File: config.mk
export PLATFORM = sky130hd
export DESIGN_NAME = add_issue
export DESIGN_NICKNAME = d
export VERILOG_FILES = /design/src/rtl/add_issue_pkg.sv /design/src/rtl/add_issue_rfifo.sv /design/src/rtl/add_issue.sv
export SDC_FILE = /design/constraint.sdc
export NUM_CORES = 1
export LEC_CHECK = 0
export CAP_MARGIN = 20
export CORE_UTILIZATION = 50
export DETAILED_ROUTE_END_ITERATION = 7
export GPL_TIMING_DRIVEN = 0
export PLACE_DENSITY = 0.77
export RECOVER_POWER = 25
export SLEW_MARGIN = 20
export SYNTH_ARGS = -nofsm -noshare
export SYNTH_HDL_FRONTEND = slang
export SYNTH_SLANG_ARGS = --single-unit
File: constraint.sdc
create_clock -name ck -period 8.2 [get_ports ck]
set_input_delay 1.23 -clock ck [delete_from_list [all_inputs] [get_ports ck]]
set_output_delay 1.23 -clock ck [all_outputs]
set_load 0.05 [all_outputs]
File: src/rtl/add_issue_pkg.sv
// add_issue_pkg: widths and response record shared by the add issue block
// and its return / tag FIFOs.
package add_issue_pkg;

   localparam int OPND_W = 64;
   localparam int HTID_W = 9;

   // One adder result waiting to be handed back to its thread.
   typedef struct packed {
      logic [OPND_W-1:0] res;
      logic [HTID_W-1:0] htId;
   } rsp_t;

   localparam int RSP_W = $bits(rsp_t);

endpackage

File: src/rtl/add_issue_rfifo.sv
// add_issue_rfifo: synchronous FIFO with occupancy count. The head entry is
// visible combinationally and reads as zero while the FIFO is empty, so
// reset leaves every data output at 0. A push into a full FIFO is dropped
// unless a pop frees the slot in the same cycle; a pop of an empty FIFO is
// ignored.
module add_issue_rfifo
   import add_issue_pkg::*;
#(
   parameter int DEPTH = 16,
   parameter int W     = RSP_W,
   parameter int CNT_W = 7
) (
   input  logic             ck,
   input  logic             rst,
   input  logic             i_push,
   input  logic [W-1:0]     i_din,
   input  logic             i_pop,
   output logic [W-1:0]     o_dout,
   output logic             o_empty,
   output logic             o_full,
   output logic [CNT_W-1:0] o_count
);

   localparam int AW = $clog2(DEPTH);

   logic [W-1:0]     r_mem [DEPTH];
   logic [AW-1:0]    r_wr_ptr;
   logic [AW-1:0]    r_rd_ptr;
   logic [CNT_W-1:0] r_count;
   logic             w_push;
   logic             w_pop;

   assign o_empty = (r_count == '0);
   assign o_full  = (r_count == CNT_W'(DEPTH));
   assign o_count = r_count;
   assign w_pop   = i_pop & ~o_empty;
   assign w_push  = i_push & (~o_full | w_pop);
   assign o_dout  = o_empty ? '0 : r_mem[r_rd_ptr];

   // Storage array; contents are only observable through the masked head.
   always_ff @(posedge ck) begin
      if (w_push) r_mem[r_wr_ptr] <= i_din;
   end

   // Pointers and occupancy; DEPTH is a power of two so pointers wrap freely.
   always_ff @(posedge ck or negedge rst) begin
      if (!rst) begin
         r_wr_ptr <= '0;
         r_rd_ptr <= '0;
         r_count  <= '0;
      end else begin
         if (w_push) r_wr_ptr <= r_wr_ptr + AW'(1);
         if (w_pop)  r_rd_ptr <= r_rd_ptr + AW'(1);
         if (w_push & ~w_pop)      r_count <= r_count + CNT_W'(1);
         else if (~w_push & w_pop) r_count <= r_count - CNT_W'(1);
      end
   end

endmodule

File: src/rtl/add_issue.sv
// add_issue: issues thread operand pairs to an adder wrapper and returns the
// results to the threads in arrival order through a credited return buffer.
// Optional feature macro: ADD_ISSUE_HTID_CHK_EN adds an in-order tag FIFO of
// issued htIds and flags a returned htId that does not match its head.
//
// Handshakes: req and rsp transfer on a cycle where valid and ready are both
// high; valid never depends on ready. o_req_rdy is combinational from the
// credit state and i_add_rdy only. The add issue and add result paths are
// single-cycle pulses with no backpressure; space for every result is
// reserved by the credit rule (outstanding + buffered < RET_DEPTH) at the
// time the request is accepted.
module add_issue
   import add_issue_pkg::*;
#(
   parameter int RET_DEPTH = 16,
   parameter int CNT_W     = 7
) (
   input  logic              ck,
   input  logic              rst,
   input  logic              i_req_vld,
   input  logic [OPND_W-1:0] i_req_a,
   input  logic [OPND_W-1:0] i_req_b,
   input  logic [HTID_W-1:0] i_req_htId,
   output logic              o_req_rdy,
   output logic              o_add_vld,
   output logic [OPND_W-1:0] o_add_a,
   output logic [OPND_W-1:0] o_add_b,
   output logic [HTID_W-1:0] o_add_htId,
   input  logic              i_add_rdy,
   input  logic              i_add_vld,
   input  logic [OPND_W-1:0] i_add_res,
   input  logic [HTID_W-1:0] i_add_htId,
   output logic              o_rsp_vld,
   output logic [OPND_W-1:0] o_rsp_res,
   output logic [HTID_W-1:0] o_rsp_htId,
   input  logic              i_rsp_rdy,
   output logic [CNT_W-1:0]  o_outstanding,
   output logic              o_err
);

   localparam logic [CNT_W:0] CREDIT_MAX = (CNT_W+1)'(RET_DEPTH);

   logic              r_add_vld;
   logic [OPND_W-1:0] r_add_a;
   logic [OPND_W-1:0] r_add_b;
   logic [HTID_W-1:0] r_add_htId;
   logic [CNT_W-1:0]  r_outstanding;
   logic              r_err;

   logic [CNT_W:0]    w_credit_used;
   logic [CNT_W-1:0]  w_ret_count;
   logic              w_ret_empty;
   logic              w_ret_full;
   rsp_t              w_ret_din;
   rsp_t              w_ret_dout;
   logic              w_accept;
   logic              w_inc;
   logic              w_dec;
   logic              w_tag_err;
   logic              w_err_set;

   // Credits in use: results still in the adder plus results waiting here.
   assign w_credit_used = {1'b0, r_outstanding} + {1'b0, w_ret_count};
   assign o_req_rdy     = rst & i_add_rdy & (w_credit_used < CREDIT_MAX);
   assign w_accept      = i_req_vld & o_req_rdy;

   assign w_inc = w_accept;
   // A result with nothing outstanding is a protocol error; the count holds at 0.
   assign w_dec = i_add_vld & (r_outstanding != '0);

   // Capture accepted operands; the issue pulse lasts one cycle and the
   // operand registers keep the last issued values in between.
   always_ff @(posedge ck or negedge rst) begin
      if (!rst) begin
         r_add_vld  <= 1'b0;
         r_add_a    <= '0;
         r_add_b    <= '0;
         r_add_htId <= '0;
      end else begin
         r_add_vld <= w_accept;
         if (w_accept) begin
            r_add_a    <= i_req_a;
            r_add_b    <= i_req_b;
            r_add_htId <= i_req_htId;
         end
      end
   end

   // Outstanding count: up on accept, down on result, unchanged on both.
   always_ff @(posedge ck or negedge rst) begin
      if (!rst) begin
         r_outstanding <= '0;
      end else if (w_inc & ~w_dec) begin
         r_outstanding <= r_outstanding + CNT_W'(1);
      end else if (~w_inc & w_dec) begin
         r_outstanding <= r_outstanding - CNT_W'(1);
      end
   end

`ifdef ADD_ISSUE_HTID_CHK_EN
   logic [HTID_W-1:0] w_tag_head;
   logic              w_tag_empty;
   logic              w_tag_full;
   logic [CNT_W-1:0]  w_tag_count;
   logic              w_unused_tag;

   // Tags of issued requests, in issue order; the adder returns in order.
   add_issue_rfifo #(
      .DEPTH (RET_DEPTH),
      .W     (HTID_W),
      .CNT_W (CNT_W)
   ) u_tag_fifo (
      .ck      (ck),
      .rst     (rst),
      .i_push  (w_accept),
      .i_din   (i_req_htId),
      .i_pop   (i_add_vld),
      .o_dout  (w_tag_head),
      .o_empty (w_tag_empty),
      .o_full  (w_tag_full),
      .o_count (w_tag_count)
   );

   assign w_unused_tag = ^{w_tag_full, w_tag_count};
   assign w_tag_err    = i_add_vld & (w_tag_empty | (w_tag_head != i_add_htId));
`else
   assign w_tag_err    = 1'b0;
`endif

   assign w_err_set = (i_add_vld & (r_outstanding == '0)) | w_tag_err;

   // Sticky protocol error, cleared only by reset.
   always_ff @(posedge ck or negedge rst) begin
      if (!rst) r_err <= 1'b0;
      else if (w_err_set) r_err <= 1'b1;
   end

   assign w_ret_din.res  = i_add_res;
   assign w_ret_din.htId = i_add_htId;

   add_issue_rfifo #(
      .DEPTH (RET_DEPTH),
      .W     (RSP_W),
      .CNT_W (CNT_W)
   ) u_ret_fifo (
      .ck      (ck),
      .rst     (rst),
      .i_push  (i_add_vld),
      .i_din   (w_ret_din),
      .i_pop   (i_rsp_rdy),
      .o_dout  (w_ret_dout),
      .o_empty (w_ret_empty),
      .o_full  (w_ret_full),
      .o_count (w_ret_count)
   );

   logic w_unused_ret;
   assign w_unused_ret = w_ret_full;

   assign o_add_vld     = r_add_vld;
   assign o_add_a       = r_add_a;
   assign o_add_b       = r_add_b;
   assign o_add_htId    = r_add_htId;
   assign o_rsp_vld     = ~w_ret_empty;
   assign o_rsp_res     = w_ret_dout.res;
   assign o_rsp_htId    = w_ret_dout.htId;
   assign o_outstanding = r_outstanding;
   assign o_err         = r_err;

endmodule

==> results.ini <==
[clock_tree]
clkTransAtPathRegs_ns=0.06
cts-buffers-inserted=134
ctsLongestPathBuffers=3
root_buffer=sky130_fd_sc_hd__clkbuf_16
tritoncts=yes
post_cts_setup_buffer_count=0
hold_buffers=0
clock_sinks=1329
clock_insertion_delay_worst_skew_ns=0.74
htreeDepth=4
cts.repair.resized=0

[critical_path]
cp_max_fo=10
worstRegToRegCells=13
worst_setup_path_category=reg2out
worstSetupStartpointType=register
arrival_ns=4.83
cp_data_required_time_ns=6.97
critical-path-slowest-cell=sky130_fd_sc_hd__buf_1
cp_cell_sequence=clkbuf_1, clkbuf_1, buf_1, mux4_2, mux4_2, and2_1, clkdlybuf4s50_1
critPathMaxStageDelay_ns=0.86
setup.worst_path.end_class=primary output

[route]
post_drt_wl_per_cell_um=32.2
ant_nets=0
route.detailed.vias_per_inst=6.12
drt_iter0_markers=2975
drt_drc_violations_left=0
dr.pass1.iters=5
routed_wl_mm=139
vias_after_detailed_routing=26400

[global_routing]
via_count_of_the_first_global_routing_pass=28100
met2_usage_in_global_routing=0.455
global_route.usage.total=0.268
grt_util_met3=0.0679
grt_max_degree=97
grt_pass1_wl_mm=197
grt_antenna_before_repair=27
routing_usage_on_met1=0.313
globalRoute.busiestLayer=met2
overflow=0

[timing]
finClkSkew_ns=0.0351
finalCritPeriodShare=0.739
slew_headroom=-2.41
final-max-slew-violation-count=97
period_minus_slack_ns=6.06
achievable-frequency_mhz=165
setup_viol=0
fin_tns_setup_ns=0
worst_slew_pin_slew_ns=5.11
rsz0062_at_grt=no
report.final.hold_viol_count=0

[flow_run]
cap_viol_max_count=1

[logic_synthesis]
synth_edf_count=1168
synthesis.instances=2181
synth.avg_cell_area_sq_um=23.8
ys.warnings.count=0
synth_top_area_share=0.675
synth_area_leaders=sky130_fd_sc_hd__edfxtp_1, sky130_fd_sc_hd__mux4_2, sky130_fd_sc_hd__dfrtp_1, sky130_fd_sc_hd__mux2_4, sky130_fd_sc_hd__and2_1
post-synth-top-area-cell=sky130_fd_sc_hd__edfxtp_1
synth.top_cells.by_count=sky130_fd_sc_hd__edfxtp_1, sky130_fd_sc_hd__mux4_2, sky130_fd_sc_hd__dfrtp_1
yosys.cell_types.count=42
post_synth_instance_area_sq_mm=0.0519
synthFlopType=sky130_fd_sc_hd__edfxtp_1
synthMostInstantiatedCell=sky130_fd_sc_hd__edfxtp_1
asyncSetResetFlopFracSynth=0.121
synth_nets=2422
postSynthRegisterBits=1329
synth-seq-area-share=0.753

[placement]
place_inst=4068
port-buffer-count=436
finalWeightedCongestion=0.815
place.detailed.hpwl_mm=87.4

[layout]
stdcell_count=4322
areaGrowthSynthToFinish_pct=22.7
area_used_by_multi_input_combinational_logic_sq_mm=0.0120
num-fill-cells=6578
nets=3077
seqCellArea_sq_mm=0.0391
post_route_cells_drive_above_1_share=0.289
post-route-util=0.623

[outcome]
failed_checks=max-capacitance violations, max-slew violations
result_of_the_run=finished with violations

[power]
irDropWorstVdd_mv=0.444
design_power_total_mw=25.3
p_leak_nw=21.8
p_per_area_mw_per_mm2=397

[floorplanning]
initial_utilization=0.508
fp.dieH_um=324
rows=117
core_area_sq_mm=0.102
floorplan.die.width_um=324
design.die.area_sq_mm=0.105
io_pins=437

[min_path]
min_path_type=in2async

logic make-up after synthesis:
kind of cell             share of synthesized area
AO/OA/AOI/OAI                              0.00523
XOR/XNOR                                   0.00270
adder cells (fa/ha/maj)                    0.00631
buffers and inverters                       0.0177
flip-flops                                   0.753
multiplexers                                 0.199
AND/OR/NAND/NOR                             0.0163
layout by cell type, fill, tap and decap left out, types with 15 or more instances in the layout:
cell and count:
sky130_fd_sc_hd__clkdlybuf4s50_1 394, sky130_fd_sc_hd__buf_6 38, sky130_fd_sc_hd__clkbuf_1 79, sky130_fd_sc_hd__and2_1 75
sky130_fd_sc_hd__buf_4 40, sky130_fd_sc_hd__edfxtp_1 1168, sky130_fd_sc_hd__dfrtp_1 161, sky130_fd_sc_hd__buf_16 16
sky130_fd_sc_hd__clkinv_1 25, sky130_fd_sc_hd__clkbuf_16 137, sky130_fd_sc_hd__o21ai_0 15, sky130_fd_sc_hd__ha_1 23
sky130_fd_sc_hd__mux2_4 132, sky130_fd_sc_hd__dlygate4sd3_1 41, sky130_fd_sc_hd__buf_12 32, sky130_fd_sc_hd__mux4_2 365
sky130_fd_sc_hd__clkinv_2 18
final timing paths:
check / startpoint / to / slack [ns]
worst min-delay path: rst / o_outstanding[1] / 0.45
min in group ck: o_err / o_err / 0.49
worst min register to register: o_err / o_err / 0.49
worst max-delay path: u_ret_fifo.r_rd_ptr[2] / o_rsp_res[57] / 2.14
worst max register to register: o_outstanding[1] / o_outstanding[5] / 4.17
max in group asynchronous: rst / o_add_htId[1] / 2.39
final cells by class:
cell class / count / area share
flip-flops and latches: 1329 / 0.614
diodes: 11 / 0.000432
repair buffers: 519 / 0.0873
multi-input cells: 730 / 0.188
clock buffers: 174 / 0.0569
well taps: 1368 / 0.0269
inverters: 13 / 0.000766
clock inverters: 69 / 0.0124
plain buffers: 109 / 0.0137
metrics by stage:
stage / hold WS [ns] / worst slack, ns / instance area [sq um]
detailed placement: 0.472 / 2.99 / 59300
global placement: 0.470 / -6.23 / 58000
finish: 0.446 / 2.14 / 63700
floorplan: 0.467 / 0.809 / 51900
global route: 0.474 / 1.37 / 63700
CTS: 0.433 / 2.08 / 63700
state kept, by name, indices dropped and copies added (netlist names):
register	flops
o_add_a	64
o_add_b	64
o_add_htId	9
o_add_vld	1
o_err	1
o_outstanding	7
u_ret_fifo.o_count	7
u_ret_fifo.r_mem	1168
u_ret_fifo.r_rd_ptr	4
u_ret_fifo.r_wr_ptr	4
power by group:
part	switching (mW)	total, mW	internal [mW]
combinational	6.08	10.4	4.36
sequential	0.438	8.72	8.28
clock	2.60	6.13	3.53
layer usage:
metal	routed length [um]	vias to the layer above
met1	47900	13900
li1	-	10500
met4	7150	26
met2	70400	1671
met5	164	-
met3	13400	387
worst max-delay path, delay by kind of cell (launching register included):
family	cells	cell delay, ns
simple gates	1	0.20
buf+inv	4	2.58
flops	1	0.34
mux	2	0.96
Power figures use the tool's default switching activity.
